`src/rtl/uart_rx.sv`:
```
// 8N1 serial receiver: 2-flop synchroniser, 16x oversampling, LSB-first de-framing and a
// single-byte holding register with framing/overrun flagging until the bus side acks.
module uart_rx #(
    parameter int unsigned freq_hz = 100000000,
    parameter int unsigned baud    = 115200
) (
    input  logic       clk,
    input  logic       reset,
    input  logic       uart_rxd,
    output logic [7:0] rx_data,
    output logic       rx_avail,
    output logic       rx_error,
    input  logic       rx_ack
);

    localparam int unsigned DivRaw = freq_hz / (baud * 16);
    localparam int unsigned Div    = (DivRaw < 1) ? 1 : DivRaw;
    localparam int unsigned PreW   = (Div > 1) ? $clog2(Div) : 1;

    typedef enum logic [2:0] {StIdle, StStart, StData, StStop, StBreak} state_e;

    state_e            r_state, w_state_d;
    logic              r_sync1, r_sync2, r_prev;
    logic [PreW-1:0]   r_pre;
    logic [3:0]        r_s, w_s_d;
    logic [2:0]        r_bit, w_bit_d;
    logic [7:0]        r_shreg, w_shreg_d;
    logic [7:0]        r_data, w_data_d;
    logic              r_avail, w_avail_d;
    logic              r_error, w_error_d;
    logic              w_tick, w_sample, w_pre_clr;

    assign w_tick   = (r_pre == PreW'(Div - 1));
    assign w_sample = w_tick && (r_s == 4'd7);

    always_comb begin
        w_state_d = r_state;
        w_s_d     = r_s;
        w_bit_d   = r_bit;
        w_shreg_d = r_shreg;
        w_data_d  = r_data;
        w_avail_d = r_avail;
        w_error_d = r_error;
        w_pre_clr = 1'b0;
        if (rx_ack) begin
            w_avail_d = 1'b0;
            w_error_d = 1'b0;
        end
        unique case (r_state)
            StIdle: begin
                if (!r_sync2 && r_prev) begin
                    w_state_d = StStart;
                    w_s_d     = 4'd0;
                    w_pre_clr = 1'b1;
                end
            end
            StStart: begin
                // s wraps mod 16, so the next sample lands 16 ticks after this one
                if (w_tick) w_s_d = r_s + 4'd1;
                if (w_sample) begin
                    if (r_sync2) begin
                        w_state_d = StIdle;
                    end else begin
                        w_bit_d   = 3'd0;
                        w_state_d = StData;
                    end
                end
            end
            StData: begin
                if (w_tick) w_s_d = r_s + 4'd1;
                if (w_sample) begin
                    w_shreg_d = {r_sync2, r_shreg[7:1]};
                    if (r_bit == 3'd7) w_state_d = StStop;
                    else               w_bit_d   = r_bit + 3'd1;
                end
            end
            StStop: begin
                if (w_tick) w_s_d = r_s + 4'd1;
                if (w_sample) begin
                    w_data_d  = r_shreg;
                    w_avail_d = 1'b1;
                    // a coincident ack consumes the old byte, so only framing can flag
                    if (r_sync2) begin
                        w_error_d = r_avail && !rx_ack;
                        w_state_d = StIdle;
                    end else begin
                        w_error_d = 1'b1;
                        w_state_d = StBreak;
                    end
                end
            end
            StBreak: begin
                if (r_sync2) w_state_d = StIdle;
            end
            default: w_state_d = StIdle;
        endcase
    end

    always_ff @(posedge clk) begin
        if (!reset) begin
            r_state <= StIdle;
            r_sync1 <= 1'b1;
            r_sync2 <= 1'b1;
            r_prev  <= 1'b1;
            r_pre   <= '0;
            r_s     <= 4'd0;
            r_bit   <= 3'd0;
            r_shreg <= 8'h00;
            r_data  <= 8'h00;
            r_avail <= 1'b0;
            r_error <= 1'b0;
        end else begin
            r_state <= w_state_d;
            r_sync1 <= uart_rxd;
            r_sync2 <= r_sync1;
            r_prev  <= r_sync2;
            if (w_pre_clr || w_tick) r_pre <= '0;
            else                     r_pre <= r_pre + PreW'(1);
            r_s     <= w_s_d;
            r_bit   <= w_bit_d;
            r_shreg <= w_shreg_d;
            r_data  <= w_data_d;
            r_avail <= w_avail_d;
            r_error <= w_error_d;
        end
    end

    assign rx_data  = r_data;
    assign rx_avail = r_avail;
    assign rx_error = r_error;

endmodule

```
`config.mk`:
```
export PLATFORM = sky130hd
export DESIGN_NAME = uart_rx
export DESIGN_NICKNAME = d
export VERILOG_FILES = /design/src/rtl/uart_rx.sv
export SDC_FILE = /design/constraint.sdc
export NUM_CORES = 1
export LEC_CHECK = 0
export CAP_MARGIN = 20
export CELL_PAD_IN_SITES_DETAIL_PLACEMENT = 1
export CELL_PAD_IN_SITES_GLOBAL_PLACEMENT = 2
export CORE_ASPECT_RATIO = 1.4
export CORE_UTILIZATION = 37
export DETAILED_ROUTE_END_ITERATION = 16
export GPL_TIMING_DRIVEN = 1
export HOLD_SLACK_MARGIN = 0.06
export PLACE_DENSITY = 0.8
export SLEW_MARGIN = 25
export SYNTH_ARGS = -nofsm -noshare
export SYNTH_HDL_FRONTEND = slang
export SYNTH_SLANG_ARGS = --single-unit
```
`constraint.sdc`:
```
create_clock -name clk -period 3.7 [get_ports clk]
set_clock_uncertainty 0.1 [all_clocks]
set_input_delay 0.74 -clock clk [delete_from_list [all_inputs] [get_ports clk]]
set_output_delay 0.74 -clock clk [all_outputs]
set_load 0.02 [all_outputs]
```
==> implementation parameters, run 1 <==
Parameter                              Value

Place
  Input/output buffers ... 13
  Dpl hpwl ... roughly 2400 um
  Post-placement worst setup slack ... between 1 and 1.5 ns
  Routability Congestion ... between 0.8 and 0.9

Synth
  Area contributors post-synth ... sky130_fd_sc_hd__dfxtp_1 46%, sky130_fd_sc_hd__nand3_1 6.6%, sky130_fd_sc_hd__nand2_1 6.3%
  EDFF count, synth ... 0
  Average size of a mapped cell ... about 9.1 um^2
  Async SR Flop Fraction ... 0%
  Post-Synthesis Cell Area ... 0.00160 mm^2
  Portion of the post-synthesis area used by sequential elements ... 46.4%
  Post-Synthesis Cells ... approximately 180
  Post-synthesis cell type with the largest combined area ... sky130_fd_sc_hd__dfxtp_1
  Distinct cell type count after synthesis ... 39
  Warnings from Yosys ... 0
  Yosys reg bits ... 37
  Synthesized Nets ... ~190
  Fraction of post-synthesis cell area in the top cell type by area ... between 40 and 50%
  Most common library cells after synthesis ... 37 x sky130_fd_sc_hd__dfxtp_1, 27 x sky130_fd_sc_hd__nand2_1, 21 x sky130_fd_sc_hd__nand3_1
  Most repeated cell in the gate-level netlist after synthesis ... sky130_fd_sc_hd__dfxtp_1
  Most common flop cell mapped by yosys ... sky130_fd_sc_hd__dfxtp_1

Timing
  Sum Neg Setup Slack ... 0 ns
  Max-slew violation count ... 0
  Setup slack after layout ... approximately 1.5 ns
  Worst Tran Pin Value ... 0.929 ns
  Min Clock Period, post-route ... between 2 and 2.5 ns
  Fmax ... 446 MHz
  Unrepaired setup endpoints after global routing ... false
  Fin. Hold Viols ... 0
  Final number of setup-violating endpoints ... 0
  Relative max-transition margin ... a little under two fifths
  Final Cycle Share ... 60.6%

Floorplanning
  Number of placement rows ... 27
  Floorplan Core Area ... about 0.004 mm^2
  Die X ... 57.5 um
  I/O pin cnt ... 14
  Starting density of the core ... approximately two fifths
  Die outline area ... 0.00459 mm^2
  Die Y ... ~80 um

Setup path
  Endpoint required time on the critical path ... around 3.8 ns
  Crit path max-delay cell type ... sky130_fd_sc_hd__nor4_4
  Biggest cell delay along the critical path ... 0.74 ns
  Chain of cells forming the critical path ... ha_1 > nand4bb_1 > nor4_4 > and3b_1 > mux2_2
  Data arrival time of the critical path ... roughly 2.4 ns
  Kind of critical path ... reg -> reg
  Worst r2r path cells ... 5
  Maximum fanout along the worst path ... 17
  Startpoint type of the worst setup path ... flip-flop
  Nature of the critical path endpoint ... flip-flop

GRT
  Wire length of the first global-routing pass ... approximately 6000 um
  Remaining Overflow, GRT ... 0
  Vias in the first global route ... 1,341
  Total track usage ... 17.0%
  Met1 capacity usage during global routing ... approximately 18%
  Initial antenna violation count ... 0
  Most congested layer reported by global routing ... met2
  Global-route track usage on met2 ... 31.0%
  GRT met3 Usage ... between 4 and 5%
  Maximum number of pins on one net before global-route repair ... 46

Power
  Power density cells ... ~420 mW/mm^2
  Leakage power total ... approximately 0.00065 uW
  Worst VDD drop ... roughly 230 uV

Cells and area
  Nets ... approximately 200
  Layout cell share with drive strength beyond 1 ... under 10%
  Area of the multi-input gates ... around 800 um^2
  Register cell area after layout ... 741 um^2
  Syn-to-layout area delta ... 14.3%
  Antenna diodes ... 0
  Number of fill cells in the layout ... 480

Clock network
  Clk Tree Root Cell ... sky130_fd_sc_hd__clkbuf_8
  Maximum level of the CTS H-tree ... 2
  Gates resized, CTS repair ... 0
  Hold buffer count at CTS ... 0
  CTS Buf Count ... 5
  Worst skew pair latency ... around 0.29 ns
  Sink Count ... 37
  Post-CTS clock slew at the launch and capture registers of the worst setup and hold paths ... approximately 0.070 ns
  Maximum buffer depth of the clock tree ... 2
  Setup repair bufs after CTS ... 0
  TritonCTS clock tree ... built

Outcome
  Status ... finished with violations
  Failing checks ... design-rule violations

Hold path
  Hold Path Cell Cnt ... 1
  Type of the tightest min-delay check ... reg -> reg

Drt
  Iteration-0 DRC count of the detailed router ... 73
  First-pass detailed-route iteration total ... 10
  Vias per inst ... 5.66
  Mean routed wirelength per cell ... 14.9 um
  Number of vias after detailed routing ... roughly 1,300
  Post-detailed-route count of antenna-violating nets ... 0
  Final Routed Wirelength ... approximately 3400 um
  DRC violations left ... 3

Job
  Number of max-capacitance violations reported ... 0
-- critical path, delay by kind of cell (launching register included) --
family / cells / cell delay (ns)
DFF: 1 / 0.37
adders and majority gates: 1 / 0.22
and+or+nand+nor: 3 / 1.33
muxes: 1 / 0.16
-- routing by layer --
metal / vias to the layer above / wire, um
li1: 643 / -
met1: 641 / 1390
met2: 14 / 1890
met3: 4 / 95
met4: 0 / 42
met5: - / 0
-- worst paths after layout --
| path | start | endpoint | slack (ns) |
|---|---|---|---|
| max | r_s[0]$_SDFFE_PN0P_ | r_bit[0]$_SDFFE_PN0P_ | 1.46 |
| min reg2reg | r_sync1$_SDFF_PN1_ | r_sync2$_SDFF_PN1_ | 0.31 |
| min | r_sync1$_SDFF_PN1_ | r_sync2$_SDFF_PN1_ | 0.31 |
| max reg2reg | r_s[0]$_SDFFE_PN0P_ | r_bit[0]$_SDFFE_PN0P_ | 1.46 |
-- logic make-up (layout without fill, tap and decap cells) --
family / count (synthesis) / in the layout / share of synthesized area [%]
compound gates: 36 / 36 / 15.4
xor+xnor: 5 / 5 / 2.74
fa+ha+maj: 5 / 5 / 3.92
buf+inv: 14 / 25 / 3.60
flops: 37 / 37 / 46.4
mux: 3 / 3 / 1.96
simple gates: 76 / 76 / 26.0
-- power by group --
group | leakage [uW] | internal, uW | switching [uW]
logic | 0.000305 | 25.2 | 34.8
clock network | 0.0000450 | 130 | 142
registers | 0.000299 | 407 | 19.2
total | 0.000649 | 563 | 196
-- flip-flops by register name, summed over array words and instances (netlist names) --
signal    flops
r_prev        1
r_sync1       1
r_pre         6
r_bit         3
rx_data       8
rx_avail      1
r_sync2       1
r_s           4
r_state       3
rx_error      1
r_shreg       8
-- placed cells by master (no fill, tap or decap), drive strengths merged, types with 3 or more instances in the layout --
cell | Yosys | routed
inv | 3 | 3
o31ai | 3 | 3
xnor2 | 3 | 3
ha | 5 | 5
nor4 | 4 | 4
dfxtp | 37 | 37
o21ai | 18 | 18
clkdlybuf4s50 | 0 | 13
nand3 | 21 | 21
nand2 | 27 | 27
clkbuf | 6 | 6
nor2 | 12 | 12
nand2b | 3 | 3
-- metrics by stage --
stage          power [uW]  cells  hold WS, ns  area, um^2  utilization, %
6_report              759    230        0.313        1830            45.4
3_3_place_gp          492    222        0.295        1740            43.4
5_1_grt               792    230        0.327        1830            45.4
3_5_place_dp          496    222        0.300        1740            43.4
4_1_cts               770    230        0.316        1830            45.4
2_1_floorplan         481    176        0.286        1600               -
-- layout make-up --
type / count / area share [%]
clock inverters: 2 / 0.548
clock buffers: 6 / 3.98
repair buffers: 14 / 7.54
flip-flops and latches: 37 / 40.6
well taps: 43 / 2.95
inverters: 3 / 0.617
multi-input cells: 125 / 43.8
Power figures use the tool's default switching activity.
==> run 2: changes to the inputs <==
--- a/config.mk
+++ b/config.mk
@@ -9,11 +9,11 @@
 export CELL_PAD_IN_SITES_DETAIL_PLACEMENT = 1
 export CELL_PAD_IN_SITES_GLOBAL_PLACEMENT = 2
 export CORE_ASPECT_RATIO = 1.4
-export CORE_UTILIZATION = 37
+export CORE_UTILIZATION = 31
 export DETAILED_ROUTE_END_ITERATION = 16
 export GPL_TIMING_DRIVEN = 1
 export HOLD_SLACK_MARGIN = 0.06
-export PLACE_DENSITY = 0.8
+export PLACE_DENSITY = 0.72
 export SLEW_MARGIN = 25
 export SYNTH_ARGS = -nofsm -noshare
 export SYNTH_HDL_FRONTEND = slang
==> constraint.sdc (replaced) <==
create_clock -name clk -period 1.9 [get_ports clk]
set_clock_uncertainty 0.1 [all_clocks]
set_input_delay 0.38 -clock clk [delete_from_list [all_inputs] [get_ports clk]]
set_output_delay 0.38 -clock clk [all_outputs]
set_load 0.02 [all_outputs]
==> run 2 against run 1 <==
Net effect:
- the flow now finishes without violations
- critical endpoint unchanged
- first-iteration DRC count up 45%
- clock-buffer cell count unchanged
- clock power up 94%
- total power up 100%
- fmax up 22%
==> implementation parameters, run 2 (same netlist as run 1, synthesis figures left out) <==
Parameter                              Value

Setup path
  Crit path max-delay cell type ... sky130_fd_sc_hd__o41a_2 (was sky130_fd_sc_hd__nor4_4)
  Top delay family on crit path ... compound AO/OA/AOI/OAI gates (was simple AND/OR/NAND/NOR gates)
  Biggest cell delay along the critical path ... 0.49 ns (was 0.74 ns)
  Nature of the critical path endpoint ... flip-flop (unchanged)
  Chain of cells forming the critical path ... inv_1 > ha_1 > nand4_4 > buf_6 > o41a_2 > mux2_2 (was ha_1 > nand4bb_1 > nor4_4 > and3b_1 > mux2_2)
  Data arrival time of the critical path ... 1.91 ns (was 2.38 ns)
  Kind of critical path ... reg -> reg (unchanged)
  Endpoint required time on the critical path ... 1.97 ns (was 3.84 ns)
  Maximum fanout along the worst path ... 5 (was 17)
  Startpoint type of the worst setup path ... flip-flop (unchanged)
  Buffers and inverters on the worst path ... 2 (was 0)

Floorplanning
  Number of placement rows ... 30 (was 27)
  I/O pin cnt ... 14 (unchanged)
  Starting density of the core ... 32.5% (was 39.7%)
  Die Y ... 86.9 um (was 79.8 um)
  Die X ... 62.7 um (was 57.5 um)
  Die outline area ... 0.00545 mm^2 (was 0.00459 mm^2)
  Floorplan Core Area ... 0.00492 mm^2 (was 0.00402 mm^2)

Clock network
  CTS Buf Count ... 5 (unchanged)
  Post-CTS clock slew at the launch and capture registers of the worst setup and hold paths ... 0.07 ns (about the same)
  Setup repair bufs after CTS ... 0 (unchanged)
  Maximum level of the CTS H-tree ... 2 (unchanged)
  TritonCTS clock tree ... built (unchanged)
  Maximum buffer depth of the clock tree ... 2 (unchanged)
  Worst skew pair latency ... 0.28 ns (was 0.29 ns)
  Sink Count ... 37 (unchanged)
  Clk Tree Root Cell ... sky130_fd_sc_hd__clkbuf_8 (unchanged)

Cells and area
  Layout cell share with drive strength beyond 1 ... 15.1% (was 8.56%)
  Most common cell after layout, fill and taps aside ... sky130_fd_sc_hd__dfxtp_1 (unchanged)
  Commonest non-fill, non-tap cells in the layout ... 36 x sky130_fd_sc_hd__dfxtp_1, 27 x sky130_fd_sc_hd__nand2_1, 21 x sky130_fd_sc_hd__nand3_1 (was 37 x sky130_fd_sc_hd__dfxtp_1, 27 x sky130_fd_sc_hd__nand2_1, 21 x sky130_fd_sc_hd__nand3_1)
  Number of fill cells in the layout ... 585 (was 480)
  Nets ... 207 (was 195)
  Syn-to-layout area delta ... 24.0% (was 14.3%)
  Antenna diodes ... 0 (unchanged)

Timing
  Min Clock Period, post-route ... 1.84 ns (was 2.24 ns)
  Fin. Hold Viols ... 0 (unchanged)
  Minimum hold slack ... 0.325 ns (was 0.313 ns)
  Max-slew violation count ... 0 (unchanged)
  Final number of setup-violating endpoints ... 0 (unchanged)
  Fmax ... 545 MHz (was 446 MHz)
  Worst Tran Pin Value ... 0.451 ns (was 0.929 ns)
  Final Cycle Share ... 96.6% (was 60.6%)
  Unrepaired setup endpoints after global routing ... false (unchanged)
  Relative max-transition margin ... 69.7% (was 37.6%)
  Sum Neg Setup Slack ... 0 ns (unchanged)

Drt
  DRC violations left ... 0 (was 3)
  Final Routed Wirelength ... 3460 um (was 3420 um)
  Mean routed wirelength per cell ... 13.1 um (was 14.9 um)
  Iteration-0 DRC count of the detailed router ... 106 (was 73)
  First-pass detailed-route iteration total ... 4 (was 10)
  Number of vias after detailed routing ... 1,317 (was 1,302)
  Post-detailed-route count of antenna-violating nets ... 0 (unchanged)
  Vias per inst ... 5.01 (was 5.66)

Hold path
  Type of the tightest min-delay check ... reg -> reg (unchanged)

Outcome
  Status ... complete, no violations (was finished with violations)

GRT
  Initial antenna violation count ... 0 (unchanged)
  Wire length of the first global-routing pass ... 6240 um (was 5960 um)
  Total track usage ... 14.6% (was 17.0%)
  Vias in the first global route ... 1,383 (was 1,341)
  Maximum number of pins on one net before global-route repair ... 50 (was 46)
  Remaining Overflow, GRT ... 0 (unchanged)

Place
  Routability Congestion ... 0.733 (was 0.806)
  Dpl hpwl ... 2490 um (was 2450 um)
  Input/output buffers ... 13 (unchanged)

Power
  Power density cells ... 767 mW/mm^2 (was 416 mW/mm^2)
  Worst VDD drop ... 322 uV (was 227 uV)
  Leakage power total ... 0.000719 uW (was 0.000649 uW)

Job
  Number of max-capacitance violations reported ... 0 (unchanged)
## run 2: changes by cell type in the layout (fill, tap and decap cells not counted), sizes merged
| cell | delta |
|---|---|
| buf | +12 |
## run 2: final cells by class
cell class / count / area [um^2] / area share (%)
Clock buffer: 6 / 72.6 / 3.66
Tap cell: 64 / 80.1 / 4.04
Multi-Input combinational cell: 125 / 805 / 40.6
Inverter: 3 / 11.3 / 0.569
Sequential cell: 37 / 742 / 37.5
Timing Repair Buffer: 26 / 260 / 13.1
Clock inverter: 2 / 10.0 / 0.505
## run 2: final timing paths
path	start	endpoint	slack, ns	cells past startpoint
worst max-delay path	r_pre[1]$_SDFF_PP0_	r_bit[0]$_SDFFE_PN0P_	0.06	6
worst min-delay path	r_sync1$_SDFF_PN1_	r_sync2$_SDFF_PN1_	0.32	1
worst max register to register	r_pre[1]$_SDFF_PP0_	r_bit[0]$_SDFFE_PN0P_	0.06	6
worst min register to register	r_sync1$_SDFF_PN1_	r_sync2$_SDFF_PN1_	0.32	1
## run 2: timing repair
action / in CTS / in global routing
gates resized for setup: 0 / 4
endpoints found under the setup margin: 0 / 8
hold buffers: 0 / 0
## run 2: power by group
group	total, uW	internal, uW	leakage [uW]	switching (uW)
sequential	819	794	0.000300	25.8
clock	529	254	0.0000450	274
combinational	170	80.6	0.000375	89.6
## run 2: per-layer routing
| layer | vias up | part of all wire [%] | wire (um) | track usage, % |
|---|---|---|---|---|
| met2 | 14 | 55 | 1900 | 27.3 |
| met3 | 2 | 2.3 | 80 | 3.53 |
| met5 | - | 0 | 0 | 0 |
| li1 | 664 | - | - | - |
| met4 | 0 | 1.2 | 42 | 6.98 |
| met1 | 637 | 42 | 1440 | 15.3 |
## run 2: stage by stage
| step | setup slack (ns) | cell area [um^2] | instances | util (%) | total power [uW] |
|---|---|---|---|---|---|
| floorplan | 0.0277 | 1600 | 176 | - | 936 |
| global placement | 0.0725 | 1880 | 255 | 38.3 | 996 |
| detailed placement | 0.0280 | 1880 | 255 | 38.3 | 1000 |
| CTS | 0.00679 | 1970 | 263 | 40.0 | 1540 |
| global route | 0.00113 | 1980 | 263 | 40.3 | 1620 |
| finish | 0.0649 | 1980 | 263 | 40.3 | 1520 |
## run 2: worst reg2reg max path, delay by kind of cell (launching register included)
kind	cells	cell delay [ns]
compound gates	1	0.49
flops	1	0.33
mux	1	0.27
buf+inv	2	0.21
fa+ha+maj	1	0.18
simple gates	1	0.14
==> run 3: changes to the inputs <==
--- a/config.mk
+++ b/config.mk
@@ -9,11 +9,11 @@
 export CELL_PAD_IN_SITES_DETAIL_PLACEMENT = 1
 export CELL_PAD_IN_SITES_GLOBAL_PLACEMENT = 2
 export CORE_ASPECT_RATIO = 1.4
-export CORE_UTILIZATION = 31
+export CORE_UTILIZATION = 34
 export DETAILED_ROUTE_END_ITERATION = 16
-export GPL_TIMING_DRIVEN = 1
+export DONT_BUFFER_PORTS = 1
 export HOLD_SLACK_MARGIN = 0.06
-export PLACE_DENSITY = 0.72
+export PLACE_DENSITY = 0.71
 export SLEW_MARGIN = 25
 export SYNTH_ARGS = -nofsm -noshare
 export SYNTH_HDL_FRONTEND = slang
==> run 3 against run 2 <==
Net effect:
- routed wire length grew 5.8%
- sequential cell count is the same
- critical path depth is the same
- highest routed layer unchanged
- final cell count shrank 4.6%
==> implementation parameters, run 3 (same netlist as run 1, synthesis figures left out) <==
Parameter                              Value

Power
  Power share of the sequential group ... 50.4% (was 54.0%)
  Fraction of power spent switching nets ... 23.0% (was 25.7%)
  Leakage power total ... 0.000692 uW (was 0.000719 uW)
  Reported net switching power ... 375 uW (was 390 uW)
  Power density cells ... 842 mW/mm^2 (was 767 mW/mm^2)
  Clk pwr share ... 39.7% (was 34.8%)
  Worst VDD drop ... 276 uV (was 322 uV)
  Comb power frac ... 9.9% (was 11.2%)
  Cell internal pwr ... 1250 uW (was 1130 uW)

Place
  Area after DPL ... 0.00174 mm^2 (was 0.00188 mm^2)
  Dpl hpwl ... 2370 um (was 2490 um)
  Routability Congestion ... 0.742 (was 0.733)
  Input/output buffers ... 0 (was 13)

Timing
  Max-slew violation count ... 0 (unchanged)
  Min Clock Period, post-route ... 1.83 ns (was 1.84 ns)
  Final number of setup-violating endpoints ... 0 (unchanged)
  Fin. Hold Viols ... 0 (unchanged)
  Final Cycle Share ... 96.3% (was 96.6%)
  Fmax ... 547 MHz (was 545 MHz)
  Worst Tran Pin Value ... 0.492 ns (was 0.451 ns)
  Relative max-transition margin ... 66.9% (was 69.7%)

Floorplanning
  Die outline area ... 0.00498 mm^2 (was 0.00545 mm^2)
  Die Y ... 83.1 um (was 86.9 um)
  Number of placement rows ... 29 (was 30)
  Starting density of the core ... 35.2% (was 32.5%)
  I/O pin cnt ... 14 (unchanged)
  Die X ... 59.9 um (was 62.7 um)
  Floorplan Core Area ... 0.00454 mm^2 (was 0.00492 mm^2)

Drt
  Post-detailed-route count of antenna-violating nets ... 0 (unchanged)
  Vias per inst ... 5.14 (was 5.01)
  DRC violations left ... 0 (unchanged)
  Mean routed wirelength per cell ... 14.6 um (was 13.1 um)
  Number of vias after detailed routing ... 1,291 (was 1,317)
  First-pass detailed-route iteration total ... 3 (was 4)
  Iteration-0 DRC count of the detailed router ... 70 (was 106)
  Final Routed Wirelength ... 3660 um (was 3460 um)

Setup path
  Endpoint required time on the critical path ... 1.98 ns (was 1.97 ns)
  Critical register-to-register path startpoint ... r_pre[0]$_SDFF_PP0_ (was r_pre[1]$_SDFF_PP0_)
  Worst r2r path cells ... 6 (unchanged)
  Data arrival time of the critical path ... 1.91 ns (about the same)
  Startpoint type of the worst setup path ... flip-flop (unchanged)
  Buffers and inverters on the worst path ... 1 (was 2)
  Crit path max-delay cell type ... sky130_fd_sc_hd__or4_4 (was sky130_fd_sc_hd__o41a_2)
  Slack of the worst reg-to-reg path ... 0.07 ns (was 0.06 ns)
  Nature of the critical path endpoint ... flip-flop (unchanged)
  Top delay family on crit path ... simple AND/OR/NAND/NOR gates (was compound AO/OA/AOI/OAI gates)
  Maximum fanout along the worst path ... 4 (was 5)
  Biggest cell delay along the critical path ... 0.55 ns (was 0.49 ns)
  Chain of cells forming the critical path ... ha_4 > nand4_4 > or4_4 > buf_4 > o2111ai_1 > nand2_1 (was inv_1 > ha_1 > nand4_4 > buf_6 > o41a_2 > mux2_2)
  Reg2Reg Capture Point ... r_s[3]$_SDFFE_PN0P_ (was r_bit[0]$_SDFFE_PN0P_)
  Kind of critical path ... reg -> reg (unchanged)

Hold path
  Worst min-delay path startpoint ... reset (was r_sync1$_SDFF_PN1_)
  Type of the tightest min-delay check ... in -> reg (was reg -> reg)
  End of the worst hold path ... r_sync2$_SDFF_PN1_ (unchanged)
  Hold Path Cell Cnt ... 1 (unchanged)

Cells and area
  Final design area excluding fillers ... 0.00193 mm^2 (was 0.00198 mm^2)
  Commonest non-fill, non-tap cells in the layout ... 36 x sky130_fd_sc_hd__dfxtp_1, 27 x sky130_fd_sc_hd__nand2_1, 21 x sky130_fd_sc_hd__nand3_1 (unchanged)
  Layout Utilization ... 42.6% (was 40.3%)
  Antenna diodes ... 0 (unchanged)
  Area of the multi-input gates ... 853 um^2 (was 805 um^2)
  Layout cell share with drive strength beyond 1 ... 20.1% (was 15.1%)
  Most common cell after layout, fill and taps aside ... sky130_fd_sc_hd__dfxtp_1 (unchanged)
  Number of fill cells in the layout ... 530 (was 585)
  Register cell area after layout ... 742 um^2 (unchanged)
  Syn-to-layout area delta ... 21.1% (was 24.0%)
  Nets ... 198 (was 207)

Outcome
  Status ... complete, no violations (unchanged)

Clock network
  Maximum buffer depth of the clock tree ... 2 (unchanged)
  Maximum level of the CTS H-tree ... 2 (unchanged)
  TritonCTS clock tree ... built (unchanged)
  Worst skew pair latency ... 0.28 ns (about the same)
  Sink Count ... 37 (unchanged)
  Clk Tree Root Cell ... sky130_fd_sc_hd__clkbuf_8 (unchanged)
  Post-CTS clock slew at the launch and capture registers of the worst setup and hold paths ... 0.07 ns (about the same)
  CTS Buf Count ... 5 (unchanged)

GRT
  Vias in the first global route ... 1,240 (was 1,383)
  Wire length of the first global-routing pass ... 5750 um (was 6240 um)
  Remaining Overflow, GRT ... 0 (unchanged)
  Maximum number of pins on one net before global-route repair ... 51 (was 50)
  Initial antenna violation count ... 0 (unchanged)
  Total track usage ... 15.1% (was 14.6%)

Job
  Number of max-capacitance violations reported ... 0 (unchanged)
## run 3: per-layer routing
layer	routed length (um)	track usage [%]	vias to the layer above
li1	-	-	646
met1	1410	16.3	624
met4	61	5.71	0
met5	0	0	-
met3	86	3.74	7
met2	2100	27.1	14
## run 3: what timing repair did
| item | CTS | global route |
|---|---|---|
| endpoints found under the hold margin | 0 | 1 |
| resized for setup | 1 | 11 |
| endpoints found under the setup margin | 2 | 15 |
| cloned | 0 | 1 |
| setup buffers | 0 | 2 |
| pin swaps | 0 | 4 |
| hold buffers | 0 | 1 |
## run 3: worst max path at each step
stage / from / to / depth (start not counted)
after floorplan: r_pre[0]$_SDFF_PP0_ / r_s[3]$_SDFFE_PN0P_ / 5
final: r_pre[0]$_SDFF_PP0_ / r_s[3]$_SDFFE_PN0P_ / 6
after CTS: r_pre[1]$_SDFF_PP0_ / r_state[1]$_SDFFE_PN0P_ / 7
after global routing: r_pre[1]$_SDFF_PP0_ / r_s[3]$_SDFFE_PN0P_ / 7
after global placement: r_s[1]$_SDFFE_PN0P_ / r_shreg[3]$_SDFFE_PN0P_ / 7
after detailed placement: r_pre[1]$_SDFF_PP0_ / r_s[2]$_SDFFE_PN0P_ / 6
## run 3: through the flow
step	instances	worst slack, ns	hold slack, ns	total power, uW	setup TNS (ns)
finish	251	0.0704	0.0941	1630	0
global route	251	-0.0227	0.0812	1720	-0.0312
CTS	247	0.0235	0.0604	1630	0
detailed placement	240	0.0447	0.314	977	0
global placement	240	0.101	0.299	970	0
floorplan	176	0.0277	0.286	936	0
## run 3: layout make-up
type / instances / area share (%)
Multi-Input combinational cell: 125 / 44.1
Sequential cell: 37 / 38.4
Timing Repair Buffer: 17 / 7.57
Tap cell: 62 / 4.01
Clock buffer: 5 / 3.56
Clock inverter: 2 / 1.81
Inverter: 3 / 0.582
## run 3: power by group through the flow
stage | Combinational [uW] | Sequential [uW] | Clock (uW)
final | 162 | 821 | 647
after global routing | 177 | 824 | 715
after floorplan | 116 | 820 | 0
after detailed placement | 142 | 835 | 0
after CTS | 152 | 818 | 663
after global placement | 137 | 833 | 0
